File: src/rtl/usbh_root_ports.sv
// Multi-port USB host root-port block: per-port connect debounce, speed detect,
// timed bus reset with enable FSM, and packet-boundary UTMI routing to one port.
module usbh_root_ports #(
  parameter int unsigned NUM_PORTS       = 4,
  parameter int unsigned DEBOUNCE_CYCLES = 4800,
  parameter int unsigned RESET_CYCLES    = 480000,
  localparam int unsigned PW = (NUM_PORTS > 1) ? $clog2(NUM_PORTS) : 1
) (
  input  logic                   clk_i,
  input  logic                   rst_i,
  input  logic [7:0]             utmi_data_out_i,
  input  logic                   utmi_txvalid_i,
  output logic                   utmi_txready_o,
  output logic [7:0]             utmi_data_in_o,
  output logic                   utmi_rxvalid_o,
  output logic                   utmi_rxactive_o,
  output logic                   utmi_rxerror_o,
  output logic [1:0]             utmi_linestate_o,
  output logic [8*NUM_PORTS-1:0] port_data_out_o,
  output logic [NUM_PORTS-1:0]   port_txvalid_o,
  input  logic [NUM_PORTS-1:0]   port_txready_i,
  input  logic [8*NUM_PORTS-1:0] port_data_in_i,
  input  logic [NUM_PORTS-1:0]   port_rxvalid_i,
  input  logic [NUM_PORTS-1:0]   port_rxactive_i,
  input  logic [NUM_PORTS-1:0]   port_rxerror_i,
  input  logic [2*NUM_PORTS-1:0] port_linestate_i,
  output logic [NUM_PORTS-1:0]   port_reset_assert_o,
  input  logic [PW-1:0]          port_sel_i,
  output logic [PW-1:0]          active_port_o,
  input  logic [NUM_PORTS-1:0]   port_reset_req_i,
  input  logic [NUM_PORTS-1:0]   port_change_clr_i,
  output logic [NUM_PORTS-1:0]   port_connected_o,
  output logic [NUM_PORTS-1:0]   port_enabled_o,
  output logic [NUM_PORTS-1:0]   port_lowspeed_o,
  output logic [NUM_PORTS-1:0]   port_change_o
);

  localparam int unsigned CNT_MAX = (DEBOUNCE_CYCLES > RESET_CYCLES) ? DEBOUNCE_CYCLES : RESET_CYCLES;
  localparam int unsigned CW      = $clog2(CNT_MAX + 1);
  localparam int unsigned PW1     = PW + 1;
  localparam logic [CW-1:0] DEB_LAST = CW'(DEBOUNCE_CYCLES - 1);
  localparam logic [CW-1:0] RST_LAST = CW'(RESET_CYCLES - 1);
  localparam logic [CW-1:0] CNT_SAT  = CW'(CNT_MAX);

  typedef enum logic [1:0] {
    ST_DISC  = 2'd0,
    ST_CONN  = 2'd1,
    ST_RESET = 2'd2,
    ST_EN    = 2'd3
  } port_state_t;

  logic [NUM_PORTS-1:0] w_en;
  logic [PW-1:0]        r_active;

  logic       w_act_en;
  logic       w_act_txready;
  logic       w_act_rxvalid;
  logic       w_act_rxactive;
  logic       w_act_rxerror;
  logic [7:0] w_act_data;
  logic [1:0] w_act_ls;
  logic       w_sel_ok;

  for (genvar n = 0; n < NUM_PORTS; n++) begin : g_port
    port_state_t   r_state;
    logic [CW-1:0] r_cnt;
    logic [1:0]    r_first;
    logic          r_conn;
    logic          r_en;
    logic          r_low;
    logic          r_chg;
    logic          r_rst_as;
    logic [1:0]    w_ls;
    logic          w_qual;
    logic [CW-1:0] w_cnt_inc;

    assign w_ls      = port_linestate_i[2*n +: 2];
    assign w_qual    = (w_ls == 2'b01) || (w_ls == 2'b10);
    assign w_cnt_inc = (r_cnt == CNT_SAT) ? r_cnt : r_cnt + CW'(1);

    // Per-port state machine; status flags are registered alongside the state.
    always_ff @(posedge clk_i) begin
      if (rst_i) begin
        r_state  <= ST_DISC;
        r_cnt    <= '0;
        r_first  <= 2'b00;
        r_conn   <= 1'b0;
        r_en     <= 1'b0;
        r_low    <= 1'b0;
        r_chg    <= 1'b0;
        r_rst_as <= 1'b0;
      end else begin
        // A change set later in this block overrides the clear.
        if (port_change_clr_i[n]) r_chg <= 1'b0;
        case (r_state)
          ST_DISC: begin
            if (w_qual && (r_cnt == '0 || w_ls == r_first)) begin
              if (r_cnt == DEB_LAST) begin
                r_state <= ST_CONN;
                r_cnt   <= '0;
                r_conn  <= 1'b1;
                r_low   <= (w_ls == 2'b10);
                r_chg   <= 1'b1;
              end else begin
                r_cnt <= w_cnt_inc;
                if (r_cnt == '0) r_first <= w_ls;
              end
            end else begin
              r_cnt <= '0;
            end
          end
          ST_CONN, ST_EN: begin
            if (port_reset_req_i[n]) begin
              r_state  <= ST_RESET;
              r_cnt    <= '0;
              r_en     <= 1'b0;
              r_rst_as <= 1'b1;
            end else if (w_ls == 2'b00) begin
              if (r_cnt == DEB_LAST) begin
                r_state <= ST_DISC;
                r_cnt   <= '0;
                r_conn  <= 1'b0;
                r_en    <= 1'b0;
                r_low   <= 1'b0;
                r_chg   <= 1'b1;
              end else begin
                r_cnt <= w_cnt_inc;
              end
            end else begin
              r_cnt <= '0;
            end
          end
          ST_RESET: begin
            if (r_cnt == RST_LAST) begin
              r_state  <= ST_EN;
              r_cnt    <= '0;
              r_en     <= 1'b1;
              r_rst_as <= 1'b0;
              r_chg    <= 1'b1;
            end else begin
              r_cnt <= w_cnt_inc;
            end
          end
          default: begin
            r_state <= ST_DISC;
            r_cnt   <= '0;
          end
        endcase
      end
    end

    assign w_en[n]                = r_en;
    assign port_connected_o[n]    = r_conn;
    assign port_lowspeed_o[n]     = r_low;
    assign port_change_o[n]       = r_chg;
    assign port_reset_assert_o[n] = r_rst_as;
  end

  assign port_enabled_o = w_en;
  assign active_port_o  = r_active;

  // Gather the active port's upstream-facing signals.
  always_comb begin
    w_act_en       = 1'b0;
    w_act_txready  = 1'b0;
    w_act_rxvalid  = 1'b0;
    w_act_rxactive = 1'b0;
    w_act_rxerror  = 1'b0;
    w_act_data     = 8'h00;
    w_act_ls       = 2'b00;
    for (int n = 0; n < NUM_PORTS; n++) begin
      if (r_active == PW'(n)) begin
        w_act_en       = w_en[n];
        w_act_txready  = port_txready_i[n];
        w_act_rxvalid  = port_rxvalid_i[n];
        w_act_rxactive = port_rxactive_i[n];
        w_act_rxerror  = port_rxerror_i[n];
        w_act_data     = port_data_in_i[8*n +: 8];
        w_act_ls       = port_linestate_i[2*n +: 2];
      end
    end
  end

  // TX fan-out: only an enabled active port sees the controller's stream.
  always_comb begin
    port_txvalid_o  = '0;
    port_data_out_o = '0;
    for (int n = 0; n < NUM_PORTS; n++) begin
      if (r_active == PW'(n) && w_en[n]) begin
        port_txvalid_o[n]          = utmi_txvalid_i;
        port_data_out_o[8*n +: 8]  = utmi_data_out_i;
      end
    end
  end

  // Without an enabled port, TX bytes are accepted and dropped.
  assign utmi_txready_o   = w_act_en ? w_act_txready : utmi_txvalid_i;
  assign utmi_data_in_o   = w_act_en ? w_act_data : 8'h00;
  assign utmi_rxvalid_o   = w_act_en & w_act_rxvalid;
  assign utmi_rxactive_o  = w_act_en & w_act_rxactive;
  assign utmi_rxerror_o   = w_act_en & w_act_rxerror;
  assign utmi_linestate_o = w_act_ls;

  assign w_sel_ok = ({1'b0, port_sel_i} < PW1'(NUM_PORTS));

  // Port selection only moves while the bus is idle.
  always_ff @(posedge clk_i) begin
    if (rst_i) begin
      r_active <= '0;
    end else if (!utmi_txvalid_i && !w_act_rxactive && w_sel_ok) begin
      r_active <= port_sel_i;
    end
  end

endmodule

File: config.mk
export PLATFORM = sky130hd
export DESIGN_NAME = usbh_root_ports
export DESIGN_NICKNAME = d
export VERILOG_FILES = /design/src/rtl/usbh_root_ports.sv
export SDC_FILE = /design/constraint.sdc
export NUM_CORES = 1
export LEC_CHECK = 0
export ABC_CLOCK_PERIOD_IN_PS = 3300
export BUFFER_PORTS_ARGS = -buffer_cell sky130_fd_sc_hd__buf_4
export CAP_MARGIN = 20
export CORE_ASPECT_RATIO = 0.7
export CORE_UTILIZATION = 51
export DETAILED_ROUTE_END_ITERATION = 12
export HOLD_SLACK_MARGIN = 0.03
export PLACE_DENSITY = 0.73
export SLEW_MARGIN = 30
export SYNTH_ARGS = -nofsm -noshare
export SYNTH_HDL_FRONTEND = slang
export SYNTH_SLANG_ARGS = --single-unit
export TNS_END_PERCENT = 30
File: constraint.sdc
create_clock -name clk_i -period 3.3 [get_ports clk_i]
set_input_delay 0.66 -clock clk_i [delete_from_list [all_inputs] [get_ports clk_i]]
set_output_delay 0.66 -clock clk_i [all_outputs]
set_load 0.02 [all_outputs]
==> results_dict.tcl, run 1 <==
set metrics [dict create \
    grt_start_max_net_pins 32 \
    synth-seq-cells 114 \
    hold_start "g_port[1].r_rst_as" \
    setup_tns_ns 0 \
    r2r_setup_slack_ns 0.91 \
    first_pass_iters 5 \
    fmax_mhz 344.2 \
    synth_top_flop_cell "dfxtp_1" \
    p_sw_share_pct 23.28 \
    overflow 0 \
    layout.nets 1014 \
    status "finished clean" \
    path_buf_inv 2 \
    tightestPinTransition_ns 0.7936 \
    vias 6240 \
    clk_pin_slew_ns 0.05 \
    clk_latency_ns 0.41 \
    fin_hold_ws_ns 0.4620 \
    viasPerCell 5.693 \
    leakage_nw 3.242 \
    holdCritPathClass "reg2reg" \
    cts_resized 0 \
    die-area_mm2 0.01378 \
    holdPathEnd "g_port[1].r_rst_as" \
    reg2reg_from "g_port[3].r_cnt[1]" \
    crit_required_ns 2.64 \
    cp_common_cell "buf_4" \
    drive_gt1_share_pct 24.30 \
    synth-edff-count 0 \
    layout_commonest_cell "buf_4" \
    seqPwrFrac_pct 37.7 \
    place_congestion 0.8884 \
    slowest_stage "mux4_2" \
    min_period_ns 2.905 \
    synthCells 802 \
    first_iter_violations 408 \
    syn_avg_cell_area_um2 8.460 \
    start_kind "register" \
    wl_per_cell_um 16.56 \
    grt_pass1_wl_um 29950 \
    peakVddDrop_uv 372.2 \
    cts-root-buf "clkbuf_16" \
    slew-limit-headroom_pct 46.35 \
    dp_hpwl_um 13550 \
    p_sw_w 0.0008823 \
    cts_setup_buffers 0 \
    cp.arrival_ns 2.25 \
    p_int_w 0.002908 \
    cp_top_family "multiplexers" \
    crit_path_end_kind "primary output" \
    synth_top_cell_by_area "dfxtp_1" \
    ys.warnings.count 0 \
    pwr-share-clk_pct 51.4 \
    clock-sinks 114 \
    r2r-end "g_port[3].r_cnt[2]" \
    synthTopCellsByArea "dfxtp_1 (34%), xnor2_1 (5.6%), nor2_1 (5.2%)" \
    rsz0062_at_grt "false" \
    synth_cell_types 65 \
    power_frac_comb_pct 10.9 \
    grtUsageTotal_pct 27.14 \
    area_growth_pct 24.62 \
    hold_depth 2 \
    synth-async-reset-ratio_pct 0 \
    synth_seq_area_share_pct 33.63 \
    die_w_um 139.9 \
    skew_ns 0.01054 \
    cts_tree "done" \
    hold_viol 0 \
    grt_pass1_vias 6118 \
    die_height_um 98.51 \
    final_max_slew_viol_count 0 \
    start_util_pct 53.52 \
    slowest_delay_ns 0.56 \
    drc 0 \
    row_count 34 \
    netlist_area_mm2 0.006785 \
    syn_nets 895 \
    path_class "reg2out" \
    reg2reg_depth 5 \
    critPathMaxFanout 14 \
    finalCritPeriodShare_pct 88.05 \
    clock_path_buffers 2 \
    cts_hold_buf 0 \
    routed_wl_um 18150 \
    portBuffers 148 \
    numCtsBuffers 17 \
    coreArea_mm2 0.01268 \
    final_cell_mix "buf_4 (155), dfxtp_1 (114), nor2_1 (94)" \
    num_antenna_cells 0 \
    ioPinCount 149 \
    postRouteAntennaNets 0 \
    path_cells "buf_4 -> mux4_2 -> mux2_2 -> buf_4" \
    maxCapViolations 0 \
    cts_max_level 4 \
    antenna_found_initial 0 \
    powerDensity_mw_per_mm2 448.3 \
    synth_top_area_share_pct 33.63 \
    setup_viol 0 \
]
power by group through the flow:
stage	sequential, W	clock [W]	combinational [W]
floorplan	0.00145	0	0.000269
global placement	0.00145	0	0.000395
detailed placement	0.00146	0	0.000412
CTS	0.00143	0.00197	0.000414
global route	0.00143	0.00203	0.000450
finish	0.00143	0.00195	0.000414
area by class of cell:
type | count | area, um2
Clock buffer | 22 | 474.2
Clock inverter | 10 | 155.1
Fill cell | 1036 | 4222
Inverter | 29 | 108.9
Multi-Input combinational cell | 604 | 4069
Sequential cell | 114 | 2282
Tap cell | 162 | 202.7
Timing Repair Buffer | 155 | 1164
worst max path at each step:
stage                        startpoint                  to  slack, ns  depth (start not counted)
finish                 active_port_o[0]      utmi_txready_o       0.39                          4
CTS                    active_port_o[0]      utmi_txready_o       0.38                          4
detailed placement  port_linestate_i[2]  g_port[1].r_cnt[2]       0.61                          8
global route           active_port_o[0]      utmi_txready_o       0.25                          6
floorplan              active_port_o[1]      utmi_txready_o       0.66                          4
global placement    port_linestate_i[6]  g_port[3].r_cnt[2]       0.76                          8
tightest hold or removal path, stage by stage, from the launching register on:
cell     delay (ns)
dfxtp_1        0.31
nand2_1        0.05
a21oi_1        0.05
stage by stage:
step | power, W | utilization, % | cells | instance area (um2) | worst slack, ns
floorplan | 0.001719 | - | 802 | 6785 | 0.6619
global placement | 0.001849 | 61.74 | 1064 | 7826 | 0.7609
detailed placement | 0.001868 | 61.74 | 1064 | 7826 | 0.6082
CTS | 0.003815 | 66.70 | 1096 | 8456 | 0.3794
global route | 0.003911 | 66.70 | 1096 | 8456 | 0.2460
finish | 0.003791 | 66.70 | 1096 | 8456 | 0.3945
synthesized netlist by cell type, drive strengths merged, types with 3 or more instances:
| cell type | instances |
|---|---|
| inv | 29 |
| mux4 | 8 |
| mux2i | 14 |
| and3 | 17 |
| and2 | 38 |
| xnor2 | 43 |
| nand2b | 8 |
| clkbuf | 27 |
| nor4b | 4 |
| or3b | 4 |
| nand3 | 47 |
| mux2 | 8 |
| or3 | 4 |
| and4 | 6 |
| o22ai | 8 |
| xor2 | 33 |
| nand4 | 21 |
| a21oi | 21 |
| nor4 | 20 |
| dfxtp | 114 |
| a211oi | 18 |
| nor2 | 94 |
| nand2 | 58 |
| nand3b | 6 |
| nor2b | 10 |
| nor3b | 9 |
| buf | 28 |
| and3b | 3 |
| a31o | 3 |
| a31oi | 13 |
| ha | 16 |
| or4 | 6 |
| nor3 | 20 |
| o21ai | 19 |
registers in the layout, summed over array words and instances (netlist names), named ones only:
name             cells
active_port_o        2
g_port.r_chg         4
g_port.r_cnt        76
g_port.r_conn        4
g_port.r_en          4
g_port.r_first       8
g_port.r_low         4
g_port.r_rst_as      4
g_port.r_state       4
per-layer routing:
layer  wire [um]  GRT usage, %  up-vias
met5           0             0        -
met4         393         10.06        0
met3        1201         6.948       33
met2        8789         47.23      241
met1        7765         32.39     2910
li1            -             -     3056
cell families (layout without fill, tap and decap cells):
| kind of cell | Yosys count | count (layout) | share of synthesized area (%) |
|---|---|---|---|
| adders and majority gates | 16 | 16 | 2.950 |
| buffers and inverters | 84 | 216 | 6.399 |
| muxes | 30 | 30 | 6.048 |
| xor gates and xnor gates | 76 | 76 | 9.810 |
| DFF | 114 | 114 | 33.63 |
| AOI/OAI and AO/OA | 101 | 101 | 10.33 |
| and+or+nand+nor | 381 | 381 | 30.83 |
No activity file was read; power rests on OpenSTA's default activity.
==> inputs of run 2 (changes only) <==
- ABC_AREA: not set -> 1
- PLACE_DENSITY: 0.73 -> 0.72
==> run 2 against run 1 <==
Net effect:
- first-iteration DRC count fell by 13%
- critical path depth rose by 4
- register-to-register slack improved by 0.40 ns
- maximum frequency fell by 3.7%
- cell count rose by 28%
==> results_dict.tcl, run 2 <==
set metrics [dict create \
    status "finished clean" \
    leakage_nw 3.964 \
    synth_seq_area_share_pct 32.16 \
    top_register "g_port.r_cnt" \
    wl_met3_um 1170 \
    yosysMostFrequentCell "nor2_1" \
    postRouteAntennaNets 0 \
    netlist_area_mm2 0.007096 \
    drc 0 \
    final_cell_mix "nor2_1 (232), nand2_1 (200), buf_4 (152)" \
    numCtsBuffers 17 \
    peakVddDrop_uv 346.4 \
    grt_pass1_vias 6217 \
    synth-async-reset-ratio_pct 0 \
    num_antenna_cells 0 \
    holdCritPathClass "reg2reg" \
    hold_viol 0 \
    grt_start_max_net_pins 30 \
    path_class "reg2out" \
    synthCells 1074 \
    routed_wl_um 19050 \
    clk_latency_ns 0.41 \
    clock-sinks 114 \
    largest_register_ff_count 76 \
    reg2reg_depth 10 \
    coreArea_mm2 0.01336 \
    cp.arrival_ns 2.36 \
    synth_top_area_share_pct 32.16 \
    crit_path_end_kind "primary output" \
    powerDensity_mw_per_mm2 474.4 \
    ioPinCount 149 \
    area_growth_pct 24.16 \
    critPathLaunch "active_port_o[1]" \
    multiInputGateArea_mm2 0.003973 \
    final_area_mm2 0.008810 \
    reg_top3 "g_port.r_cnt: 76 flops, g_port.r_first: 8 flops" \
    tightestPinTransition_ns 0.8289 \
    syn_avg_cell_area_um2 6.607 \
    die_height_um 100.7 \
    start_util_pct 53.12 \
    setup_tns_ns 0 \
    portBuffers 148 \
    maxCapViolations 0 \
    synth-edff-count 0 \
    cts_tree "done" \
    die-area_mm2 0.01440 \
    fmax_mhz 331.5 \
    rsz0062_at_grt "false" \
    cts_max_level 4 \
    wl_met1_um 8934 \
    dr_wl_met2_um 8599 \
    synthTopCellsByArea "dfxtp_1 (32%), nor2_1 (12%), nand2_1 (11%)" \
    setup.worst_path.end "utmi_data_in_o[2]" \
    synth_top_cell_by_area "dfxtp_1" \
    reg2reg_from "g_port[0].r_cnt[1]" \
    start_kind "register" \
    layout_commonest_cell "nor2_1" \
    grtUsageTotal_pct 26.89 \
    crit_required_ns 2.64 \
    synth_cell_types 49 \
    dpl_cell_area_mm2 0.008183 \
    seq_area_mm2 0.002283 \
    r2r-end "g_port[0].r_cnt[3]" \
    critPathMaxFanout 9 \
    synth_top_flop_cell "dfxtp_1" \
    fill_cells 1244 \
    grt_pass1_wl_um 30340 \
    syn_nets 1167 \
    cts-root-buf "clkbuf_16" \
    slew-limit-headroom_pct 44.68 \
    drive_gt1_share_pct 18.36 \
    finalCritPeriodShare_pct 91.41 \
    layout.nets 1301 \
    viasPerCell 4.944 \
    clk_pin_slew_ns 0.05 \
    clock_path_buffers 2 \
    first_iter_violations 355 \
    overflow 0 \
    antenna_found_initial 0 \
    min_period_ns 3.016 \
    setup_viol 0 \
    first_pass_iters 5 \
    place_congestion 0.8926 \
    maxUsedRoutingLayer "met4" \
    synthTopCellsByCount "nor2_1 (232), nand2_1 (200), inv_1 (147)" \
    row_count 35 \
    cts_hold_buf 0 \
    final_max_slew_viol_count 0 \
    vias 6947 \
    die_w_um 143.0 \
    dp_hpwl_um 14580 \
    r2r_setup_slack_ns 1.31 \
    ys.warnings.count 0 \
    synth-seq-cells 114 \
    wl_per_cell_um 13.56 \
    skew_ns 0.01004 \
]
-- run 2: power breakdown --
part	internal, W	switching [W]
combinational	0.000283	0.000489
sequential	0.00145	0.0000627
clock	0.00123	0.000667
total	0.00296	0.00122
-- run 2: layout make-up --
| class | count | area share [%] |
|---|---|---|
| clock buffers | 19 | 5.141 |
| flip-flops and latches | 114 | 25.92 |
| multi-input cells | 771 | 45.09 |
| well taps | 185 | 2.627 |
| inverters | 152 | 6.476 |
| repair buffers | 152 | 12.95 |
| clock inverters | 12 | 1.790 |
-- run 2: metrics by stage --
| step | util, % | std cells | hold slack, ns | power (W) | setup slack (ns) |
|---|---|---|---|---|---|
| floorplan | - | 1074 | 0.4380 | 0.002098 | 0.7564 |
| global placement | 61.26 | 1372 | 0.4520 | 0.002303 | 0.7304 |
| detailed placement | 61.26 | 1372 | 0.4569 | 0.002311 | 0.5937 |
| CTS | 65.84 | 1403 | 0.4654 | 0.004209 | 0.1652 |
| global route | 65.96 | 1405 | 0.4753 | 0.004383 | 0.1330 |
| finish | 65.96 | 1405 | 0.4676 | 0.004180 | 0.2836 |
-- run 2: how the worst min path moves through the flow --
| stage | from | to | slack, ns | cells after the start |
|---|---|---|---|---|
| final | g_port[1].r_low | g_port[1].r_low | 0.47 | 2 |
| after global routing | g_port[1].r_rst_as | g_port[1].r_rst_as | 0.48 | 2 |
| after CTS | g_port[3].r_low | g_port[3].r_low | 0.47 | 2 |
| after detailed placement | g_port[3].r_low | g_port[3].r_low | 0.46 | 2 |
| after global placement | g_port[3].r_low | g_port[3].r_low | 0.45 | 2 |
| after floorplan | g_port[0].r_rst_as | g_port[0].r_rst_as | 0.44 | 2 |
-- run 2: layer usage --
| metal | GRT usage, % | up-vias |
|---|---|---|
| met1 | 34.30 | 3105 |
| met4 | 7.775 | 0 |
| met3 | 6.271 | 24 |
| met5 | 0 | - |
| met2 | 45.29 | 186 |
| li1 | - | 3632 |
-- run 2: cells by family after synthesis --
group           Yosys count  synth area share (%)
xor+xnor                 64                 7.900
buf+inv                 189                 11.85
mux                       3                0.4232
fa+ha+maj                16                 2.821
flops                   114                 32.16
compound gates          102                 8.182
simple gates            586                 36.66
-- run 2: timing repair --
action	in CTS	in global routing
endpoints found under the setup margin	0	1
setup buffers	0	2
gates resized for setup	0	1
-- run 2: critical path: stages, from the launching register on --
cell,delay [ns]
dfxtp_2,0.42
inv_1,0.14
nor2_4,0.18
inv_1,0.14
nor2_1,0.26
nor4_4,0.09
buf_4,0.16
a211oi_1,0.34
buf_4,0.22
==> inputs of run 3 (changes only) <==
- BUFFER_PORTS_ARGS: -buffer_cell sky130_fd_sc_hd__buf_4 -> -buffer_cell sky130_fd_sc_hd__buf_2
==> run 3 against run 2 <==
Net effect:
- total power up 3.8%
- sequential power about the same
- core utilization down 2.4 points
- critical endpoint is now port_data_out_o[18]
- critical path type unchanged
- combinational power down 5.3%
- non-clock buffer count down 1
==> results_dict.tcl, run 3 (synthesis gave the netlist of run 2 again) <==
set metrics [dict create \
    status "finished clean" \
    top_usage_layer "met2" \
    numCtsBuffers 17 \
    clock_path_buffers 2 \
    first_pass_iters 6 \
    final_cell_mix "nor2_1 (232), nand2_1 (200), buf_2 (148)" \
    power_frac_comb_pct 16.8 \
    peakVddDrop_uv 378.8 \
    pre_cts_ws_ns 0.6383 \
    fmax_mhz 321.1 \
    fin_ws_ns 0.1855 \
    fill_cells 1221 \
    finalNonFillerCells 1405 \
    rsz0062_at_grt "false" \
    reg_top3 "g_port.r_cnt: 76 flops, g_port.r_first: 8 flops" \
    placed_cells 1373 \
    seqPwrFrac_pct 34.9 \
    dpl_cell_area_mm2 0.007820 \
    crit_path_end_kind "primary output" \
    top_register "g_port.r_cnt" \
    cts_tree "done" \
    gr-usage-met2_pct 42.59 \
    holdCritPathClass "reg2reg" \
    skew_ns 0.01149 \
    postRouteAntennaNets 0 \
    final_max_slew_viol_count 0 \
    path_cells "inv_1 -> nor2_4 -> inv_1 -> nor2_1 -> clkinv_1 -> nor2_1 -> buf_2" \
    die_w_um 143.0 \
    cts_resized 0 \
    layout.nets 1300 \
    grt_pass1_wl_um 29630 \
    num_antenna_cells 0 \
    cts_setup_buffers 0 \
    use_met3_pct 5.748 \
    dp_hpwl_um 14140 \
    slew-limit-headroom_pct 53.67 \
    path_class "reg2out" \
    p_sw_share_pct 27.44 \
    die_height_um 100.7 \
    start_kind "register" \
    critPathMaxFanout 9 \
    final_area_mm2 0.008488 \
    slowest_stage "dfxtp_1" \
    min_period_ns 3.114 \
    powerDensity_mw_per_mm2 511.3 \
    coreArea_mm2 0.01336 \
    crit_required_ns 2.64 \
    cp.arrival_ns 2.45 \
    hold_viol 0 \
    fin_hold_ws_ns 0.4631 \
    p_int_w 0.003149 \
    clk_latency_ns 0.41 \
    first_iter_violations 396 \
    ioPinCount 149 \
    cts_hold_buf 0 \
    drc 0 \
    place_congestion 0.9081 \
    pwr-share-clk_pct 48.2 \
    finalCritPeriodShare_pct 94.38 \
    maxCapViolations 0 \
    grtUsageTotal_pct 26.40 \
    routed_wl_um 18510 \
    setup_viol 0 \
    clock-sinks 114 \
    die-area_mm2 0.01440 \
    tightestPinTransition_ns 0.6898 \
    cts_max_level 4 \
    hold_depth 2 \
    slowest_delay_ns 0.50 \
    setup_tns_ns 0 \
    wl_per_cell_um 13.18 \
    antenna_found_initial 0 \
    reg2reg_depth 10 \
    overflow 0 \
    leakage_nw 3.937 \
    r2r_setup_slack_ns 1.30 \
    grt_pass1_vias 6037 \
    cts-root-buf "clkbuf_16" \
    grtUsageMet1_pct 34.72 \
    layout_commonest_cell "nor2_1" \
    row_count 35 \
    drive_gt1_share_pct 18.03 \
    p_sw_w 0.001191 \
    start_util_pct 53.12 \
    cp.depth 7 \
    path_buf_inv 4 \
    portBuffers 148 \
    largest_register_ff_count 76 \
    cp_top_family "buffers and inverters" \
    clk_pin_slew_ns 0.05 \
    area_growth_pct 19.63 \
    viasPerCell 4.932 \
    grt_start_max_net_pins 32 \
    vias 6929 \
]
==> run 3: cell count changes in the layout (fill, tap and decap cells not counted), moves of 2 or more <==
cell / change
clkbuf_1: +3
clkinvlp_4: -3
buf_2: +148
buf_4: -149
clkinv_4: -2
bufinv_16: +3
==> run 3: power by group through the flow <==
stage	clock (W)	combinational (W)	sequential, W
6_report	0.00209	0.000731	0.00151
5_1_grt	0.00219	0.000828	0.00152
4_1_cts	0.00212	0.000733	0.00151
3_5_place_dp	0	0.000727	0.00154
3_3_place_gp	0	0.000721	0.00154
2_1_floorplan	0	0.000572	0.00153
==> run 3: path summary, 6_finish.rpt <==
kind                      start                  end
max            active_port_o[1]  port_data_out_o[18]
min             g_port[1].r_low      g_port[1].r_low
max reg2reg  g_port[0].r_cnt[1]   g_port[0].r_cnt[3]
min reg2reg     g_port[1].r_low      g_port[1].r_low
==> run 3: final cells by class <==
cell class / count / area [um2] / share of cell area [%]
Multi-Input combinational cell: 771 / 3973 / 46.80
Sequential cell: 114 / 2282 / 26.89
Timing Repair Buffer: 151 / 763.2 / 8.992
Inverter: 152 / 570.5 / 6.722
Clock buffer: 22 / 464.2 / 5.469
Tap cell: 185 / 231.5 / 2.727
Clock inverter: 10 / 203.9 / 2.403
==> run 3: worst reg2reg max path: stages (launching register included) <==
cell     delay [ns]
dfxtp_1        0.37
ha_1           0.18
nand2_1        0.07
inv_1          0.09
nand4_2        0.14
nor2_1         0.21
nand2_1        0.13
o21ai_0        0.38
o21ai_0        0.16
nand2_1        0.10
nor2_1         0.04
==> run 3: through the flow <==
stage	total power, W	utilization (%)
after floorplan	0.002098	-
after CTS	0.004366	63.55
after global routing	0.004543	63.55
final	0.004340	63.55
after detailed placement	0.002269	58.55
after global placement	0.002259	58.55
==> run 3: per-layer routing <==
| metal | wire length [um] | up-vias |
|---|---|---|
| li1 | - | 3637 |
| met1 | 8637 | 3048 |
| met2 | 8246 | 217 |
| met3 | 1193 | 27 |
| met4 | 437 | 0 |
| met5 | 0 | - |
